File: config.mk
export PLATFORM = sky130hd
export DESIGN_NAME = pc_sequencer
export DESIGN_NICKNAME = d
export VERILOG_FILES = /design/src/rtl/pc_sequencer.sv
export SDC_FILE = /design/constraint.sdc
export NUM_CORES = 1
export LEC_CHECK = 0
export CAP_MARGIN = 20
export CORE_UTILIZATION = 45
export CTS_BUF_LIST = sky130_fd_sc_hd__clkbuf_2
export DETAILED_ROUTE_END_ITERATION = 8
export GPL_TIMING_DRIVEN = 0
export HOLD_SLACK_MARGIN = 0.12
export PLACE_DENSITY = 0.67
export SYNTH_ARGS = -nofsm -noshare
export SYNTH_HDL_FRONTEND = slang
export SYNTH_SLANG_ARGS = --single-unit
File: constraint.sdc
create_clock -name clock -period 3.15 [get_ports clock]
set_input_delay 0.945 -clock clock [delete_from_list [all_inputs] [get_ports clock]]
set_output_delay 0.945 -clock clock [all_outputs]
set_load 0.05 [all_outputs]
File: src/rtl/pc_sequencer.sv
// Program-counter sequencer: increment, conditional relative branch, jump,
// call/return through a small LIFO of return addresses, with stall hold.
module pc_sequencer #(
    parameter int                    ADDR_WIDTH   = 11,
    parameter int                    OFFSET_WIDTH = 8,
    parameter int                    STACK_DEPTH  = 4,
    parameter logic [ADDR_WIDTH-1:0] RESET_VECTOR = '0
) (
    input  logic                             clock,
    input  logic                             reset,
    input  logic                             stall,
    input  logic [2:0]                       op,
    input  logic                             cond,
    input  logic [OFFSET_WIDTH-1:0]          offset,
    input  logic [ADDR_WIDTH-1:0]            target,
    output logic [ADDR_WIDTH-1:0]            pc,
    output logic [$clog2(STACK_DEPTH+1)-1:0] stack_depth,
    output logic                             overflow,
    output logic                             underflow
);

    localparam int DW = $clog2(STACK_DEPTH + 1);
    localparam int IW = (STACK_DEPTH > 1) ? $clog2(STACK_DEPTH) : 1;

    localparam logic [2:0] OP_BRANCH = 3'b001;
    localparam logic [2:0] OP_JUMP   = 3'b010;
    localparam logic [2:0] OP_CALL   = 3'b011;
    localparam logic [2:0] OP_RETURN = 3'b100;

    logic [ADDR_WIDTH-1:0] stack_mem [STACK_DEPTH];

    logic [ADDR_WIDTH-1:0] pc_inc;
    logic [ADDR_WIDTH-1:0] offset_ext;
    logic [ADDR_WIDTH-1:0] pc_next;
    logic [DW-1:0]         depth_next;
    logic                  overflow_next;
    logic                  underflow_next;
    logic                  push;
    logic                  stack_full;
    logic                  stack_empty;
    logic [IW-1:0]         push_idx;
    logic [IW-1:0]         top_idx;

    assign pc_inc      = pc + ADDR_WIDTH'(1);
    assign offset_ext  = ADDR_WIDTH'($signed(offset));
    assign stack_full  = (stack_depth == DW'(STACK_DEPTH));
    assign stack_empty = (stack_depth == '0);
    // Depth doubles as the next free slot; the top entry sits one below it.
    assign push_idx    = IW'(stack_depth);
    assign top_idx     = IW'(stack_depth - DW'(1));

    always_comb begin
        pc_next        = pc_inc;
        depth_next     = stack_depth;
        overflow_next  = overflow;
        underflow_next = underflow;
        push           = 1'b0;
        case (op)
            OP_BRANCH: begin
                if (cond) pc_next = pc + offset_ext;
            end
            OP_JUMP: pc_next = target;
            OP_CALL: begin
                if (!stack_full) begin
                    push       = 1'b1;
                    pc_next    = target;
                    depth_next = stack_depth + DW'(1);
                end else begin
                    overflow_next = 1'b1;
                end
            end
            OP_RETURN: begin
                if (!stack_empty) begin
                    pc_next    = stack_mem[top_idx];
                    depth_next = stack_depth - DW'(1);
                end else begin
                    underflow_next = 1'b1;
                end
            end
            default: pc_next = pc_inc;
        endcase
    end

    always_ff @(posedge clock) begin
        if (reset) begin
            pc          <= RESET_VECTOR;
            stack_depth <= '0;
            overflow    <= 1'b0;
            underflow   <= 1'b0;
        end else if (!stall) begin
            pc          <= pc_next;
            stack_depth <= depth_next;
            overflow    <= overflow_next;
            underflow   <= underflow_next;
        end
    end

    // Stack contents need no reset; only entries below the depth are ever read.
    always_ff @(posedge clock) begin
        if (!reset && !stall && push) stack_mem[push_idx] <= pc_inc;
    end

endmodule
# Word level (Yosys, flattened, before mapping)
# Memory sizes are Yosys's and may differ from the RTL's.
# Index checks and enable logic that the tools add are counted.
# op_classes
add_sub_neg,4
n_mul,0
div_mod_pow,0
order_cmp,0
eq_ne,7
n_shift,0
n_mux,11
n_bitwise,1
n_reduce_logical,9
# op_table
operator,n
$pmux 11 s4,1
$mux 11,3
$add 11x1->11 const B,1
$add 11x11->11,1
$eq 3x2->1 const B,2
$eq 3x3->1 const B,2
$mux 3,2
$pmux 3 s2,1
$reduce_and 3->1,2
$mux 1,4
$ne 2x2->1 const B,2
$reduce_and 4->1,1
$add 3x1->3 const B,1
$eq 3x1->1 const B,1
$logic_not 3->1,1
$sub 3x1->3 const B,1
$logic_and 1x1->1,2
$logic_not 1->1,2
$reduce_bool 2->1,1
$not 1->1,1
# word_totals
reg_bits,16
latchBits,0
ramBits,44
romBits,0
in_bits,26
out_inout_bits,16
word_cells,37
mem_count,1
# mem_list
name,words,width,read_ports,rd_ports_with_merged_regs,write_ports,line_no,text
stack_mem,4,11,1,0,1,30,logic [ADDR_WIDTH-1:0] stack_mem [STACK_DEPTH];

# Logic depth before layout (Yosys ltp)
# depth
depth_word,6
ltp_mapped,9
ltp_nobuf,8

# Worst setup path after synthesis
# OpenSTA, ideal clock, no wires.
# synth_timing
kind,reg-to-reg
start,register stack_depth[0]
end,register pc[3]
setup_time_ns,0.131
arrival_time_ns,2.649
t_required_ns,3.019
setup_slack_ns,0.370
stages_incl_launch_ff,9
n_path_buf,2
synth_period_minus_slack_ns,2.780
cell_sequence,dfxtp_1 -> buf_6 -> inv_1 -> ha_1 -> buf_1 -> mux4_2 -> a221o_1 -> a221oi_1 -> nor3_1
# synth_via
elab_chain_cells,4
word_cells_on_any_way,7
classes_between,add/sub: 1; eq/ne: 1; mux: 3; reduce/logical: 1; memory: 1
# synth_rtl
item,line_no,text
start: declaration,17,"output logic [$clog2(STACK_DEPTH+1)-1:0] stack_depth,"
start signal: assignment,92,stack_depth <= depth_next;
$sub 3x1->3,--,
$mem_v2 4x11,--,
$mux 11,73,if (!stack_empty) begin
$pmux 11 s4 *,58,case (op)
end signal: assignment,91,pc <= pc_next;
end: declaration,16,"output logic [ADDR_WIDTH-1:0] pc,"
# Mark *: on every way between the ends. The rest lies on a longest branch, timed or not.
# A chain may end at the register's enable or synchronous reset.

# Final worst setup path
# layout_timing
start,input port stall
end,memory stack_mem[0][9] (enable)
# layout_via
elab_chain_cells,5
# layout_rtl
item,line_no,text
start: declaration,11,"input logic stall,"
$logic_not 1->1,100,if (!reset && !stall && push) stack_mem[push_idx] <= pc_inc;
$logic_and 1x1->1 (2 in series),100,
$mux 1,100,
$mux 1 (implied by the code),100,
end: declaration,30,
# Every way passes these cells.

==> flow_metrics.env <==
export IMPL_clock_skew_ns=0.0301
export IMPL_syn_instance_count=261
export IMPL_worstPathRequired_ns=3.27
export IMPL_setup_viol=0
export IMPL_timing_final_hold_violations=0
export IMPL_most_frequent_cells_in_the_layout="edfxtp_1, clkdlybuf4s50_1, a21oi_1, ha_1, dfxtp_1"
export IMPL_worst_path_max_fanout=11
export IMPL_tritoncts="done"
export IMPL_synth_edf_count=44
export IMPL_r2r_start="stack_depth[0]"
export IMPL_fp_dieArea_sq_mm=0.00752
export IMPL_holdCritPathClass="register to register"
export IMPL_hold_buffer_count_at_cts=0
export IMPL_initial_antenna_violation_count=0
export IMPL_floorplan_die_height_microns=86.7
export IMPL_synth_fp_nets=304
export IMPL_fin_util_pct=56.0
export IMPL_post_synth_cell_types=50
export IMPL_min_path_cells=2
export IMPL_core_area_sq_mm=0.00687
export IMPL_clk_pin_slew_worst_paths_ns=0.21
export IMPL_fmaxAchievable_ghz=0.337
export IMPL_insertedDiodeCount=0
export IMPL_port_buffer_count=39
export IMPL_total_gr_overflow=0
export IMPL_power_frac_seq_pct=54.7
export IMPL_mean_instance_size_in_the_synthesized_netlist_sq_um=12.4
export IMPL_vias=2394
export IMPL_layout_nets=354
export IMPL_num_rows=30
export IMPL_start_util_pct=47.0
export IMPL_crit_reg2reg_capture="pc[3]"
export IMPL_cts_sink_count=60
export IMPL_drt_iter0_drc=154
export IMPL_post_cts_buffers=0
export IMPL_h_tree_depth=3
export IMPL_timing_slew_headroom_pct=55.4
export IMPL_netSwitchingPower_mw=0.518
export IMPL_finish_instance_area_sq_mm=0.00385
export IMPL_synthesis_area_sq_mm=0.00323
export IMPL_place_hpwl_microns=5530
export IMPL_postCtsResizedCells=0
export IMPL_min_from="overflow"
export IMPL_pre_cts_slack_ns=-0.308
export IMPL_synthesis_yosys_warnings=0
export IMPL_worstSetupStartpointType="input pin"
export IMPL_worstSkewPairLatency_ns=0.49
export IMPL_switching_share_pct=31.9
export IMPL_ff2ff_setup_slack_ns=0.26
export IMPL_max_cap_violations=0
export IMPL_first_pass_grt_wire_length_microns=12000
export IMPL_yosys_register_bits=60
export IMPL_post_route_minimum_period_ns=2.97
export IMPL_clock_tree_root_cell="clkbuf_2"
export IMPL_cts_buffers=9
export IMPL_die_width_microns=86.7
export IMPL_power_frac_comb_pct=18.4
export IMPL_gpl_final_weighted_congestion=0.831
export IMPL_cellLeakagePower_nw=1.34
export IMPL_synth_main_ff_cell="edfxtp_1"
export IMPL_grt_util_all_layers_pct=21.6
export IMPL_clockPowerShare_pct=26.9
export IMPL_timing_worst_setup_path_type="input pin to register"
export IMPL_timing_final_max_slew_violations=0
export IMPL_run_status="complete, no violations"
export IMPL_layout_filler_cells=587
export IMPL_final_antenna_violating_net_count=0
export IMPL_ioPinCount=42
export IMPL_finalWorstSetupSlack_ns=0.180
export IMPL_hold_end="overflow"
export IMPL_cts_max_path_buffers=2
export IMPL_synth_sequential_area_ratio_pct=50.8
export IMPL_detail_route_drc_violations=0
export IMPL_layout_overhead_on_the_synthesized_area_pct=19.0
export IMPL_synth_async_sr_flop_share_pct=0
export IMPL_critical_path_endpoint_type="register"
export IMPL_worst_slew_pin_transition_ns=0.670
export IMPL_routed_wire_per_std_cell_microns=18.2
export IMPL_power_density_mw_per_mm2=422
export IMPL_grt_max_degree=14
export IMPL_rsz0062_at_grt="false"
export IMPL_ir_worst_vdd_v=0.000275
export IMPL_ratio_of_cells_with_drive_above_1_in_the_final_layout_pct=10.4
export IMPL_r2r_cells=8
export IMPL_worst_endpoint_arrival_ns=3.09
export IMPL_avgViaCountPerCell=5.81
export IMPL_drt_pre_antenna_iters=5
export IMPL_layout_commonest_cell="edfxtp_1"
export IMPL_number_of_global_route_vias_before_repair=2265
export IMPL_final_period_util_pct=94.3
export IMPL_internal_power_mw=1.11
export IMPL_finalWirelength_microns=7480
export IMPL_postPlaceCellArea_sq_mm=0.00374
==> kinds of logic (layout without fill, tap and decap cells) <==
| kind of cell | Yosys count | in the layout | synth area share [%] |
|---|---|---|---|
| AO/OA/AOI/OAI | 69 | 69 | 15.5 |
| AND/OR/NAND/NOR | 63 | 63 | 11.3 |
| flip-flops | 60 | 60 | 50.8 |
| buffers and inverters | 25 | 80 | 3.33 |
| adder cells (fa/ha/maj) | 17 | 17 | 6.81 |
| XOR/XNOR | 15 | 15 | 4.07 |
| multiplexers | 12 | 12 | 8.13 |
==> registers in the layout, summed over array words and instances, names as in the netlist <==
signal / count
overflow: 1
stack_depth: 3
pc: 11
underflow: 1
stack_mem: 44
==> per-stage QoR <==
step | power [mW] | hold WS (ns) | TNS [ns] | std cells
2_1_floorplan | 1.09 | 0.723 | 0 | 261
3_3_place_gp | 1.20 | 0.448 | -10.80 | 396
3_5_place_dp | 1.20 | 0.460 | -12.81 | 396
4_1_cts | 1.64 | 0.504 | 0 | 412
5_1_grt | 1.71 | 0.548 | 0 | 412
6_report | 1.62 | 0.504 | 0 | 412
==> power groups by stage <==
| stage | combinational [mW] | sequential, mW | clock [mW] |
|---|---|---|---|
| 6_report | 0.299 | 0.889 | 0.437 |
| 2_1_floorplan | 0.151 | 0.943 | 0 |
| 4_1_cts | 0.298 | 0.889 | 0.449 |
| 3_3_place_gp | 0.292 | 0.906 | 0 |
| 5_1_grt | 0.323 | 0.892 | 0.493 |
| 3_5_place_dp | 0.297 | 0.906 | 0 |
==> cell type report <==
cell class	count	area [sq um]	area share, %
multi-input cells	176	1480	38.5
flip-flops and latches	60	1640	42.7
plain buffers	11	55.1	1.43
clock buffers	9	45.0	1.17
well taps	96	120	3.12
inverters	14	52.6	1.37
repair buffers	39	390	10.1
clock inverters	7	58.8	1.53
==> how the worst max path moves through the flow <==
| stage | from | end | slack, ns |
|---|---|---|---|
| after CTS | stall | stack_mem[0][9] | 0.23 |
| final | stall | stack_mem[0][9] | 0.18 |
| after global placement | stall | stack_mem[2][2] | -0.25 |
| after global routing | stack_depth[0] | pc[3] | 0.04 |
| after detailed placement | stall | stack_mem[0][3] | -0.31 |
| after floorplan | stack_depth[0] | pc[3] | 0.37 |
==> critical path: stages <==
cell	delay, ns
clkdlybuf4s50_1	0.45
buf_2	0.21
buf_1	0.26
nor4_1	0.60
and2_1	0.62
==> per-layer routing <==
layer	GRT usage, %	vias up	wire (microns)
li1	-	1133	-
met1	29.4	1148	3480
met2	34.1	104	3450
met3	6.48	9	476
met4	5.00	0	75
met5	0	-	0
==> cells in the mapped netlist (6+ instances only) <==
master	count	area share, %
a21o_1	6	1.4
a221oi_1	9	2.4
o21ai_0	9	1.4
nand2_1	6	0.70
nand3_1	8	1.2
nor3_1	7	1.1
a221o_1	10	3.1
edfxtp_1	44	41
and2_1	6	1.2
ha_1	16	6.2
nor2_1	13	1.5
a21oi_1	16	2.5
xnor2_1	12	3.3
mux4_2	10	7.0
inv_1	14	1.6
dfxtp_1	16	9.9
No activity file was read; power rests on OpenSTA's default activity.
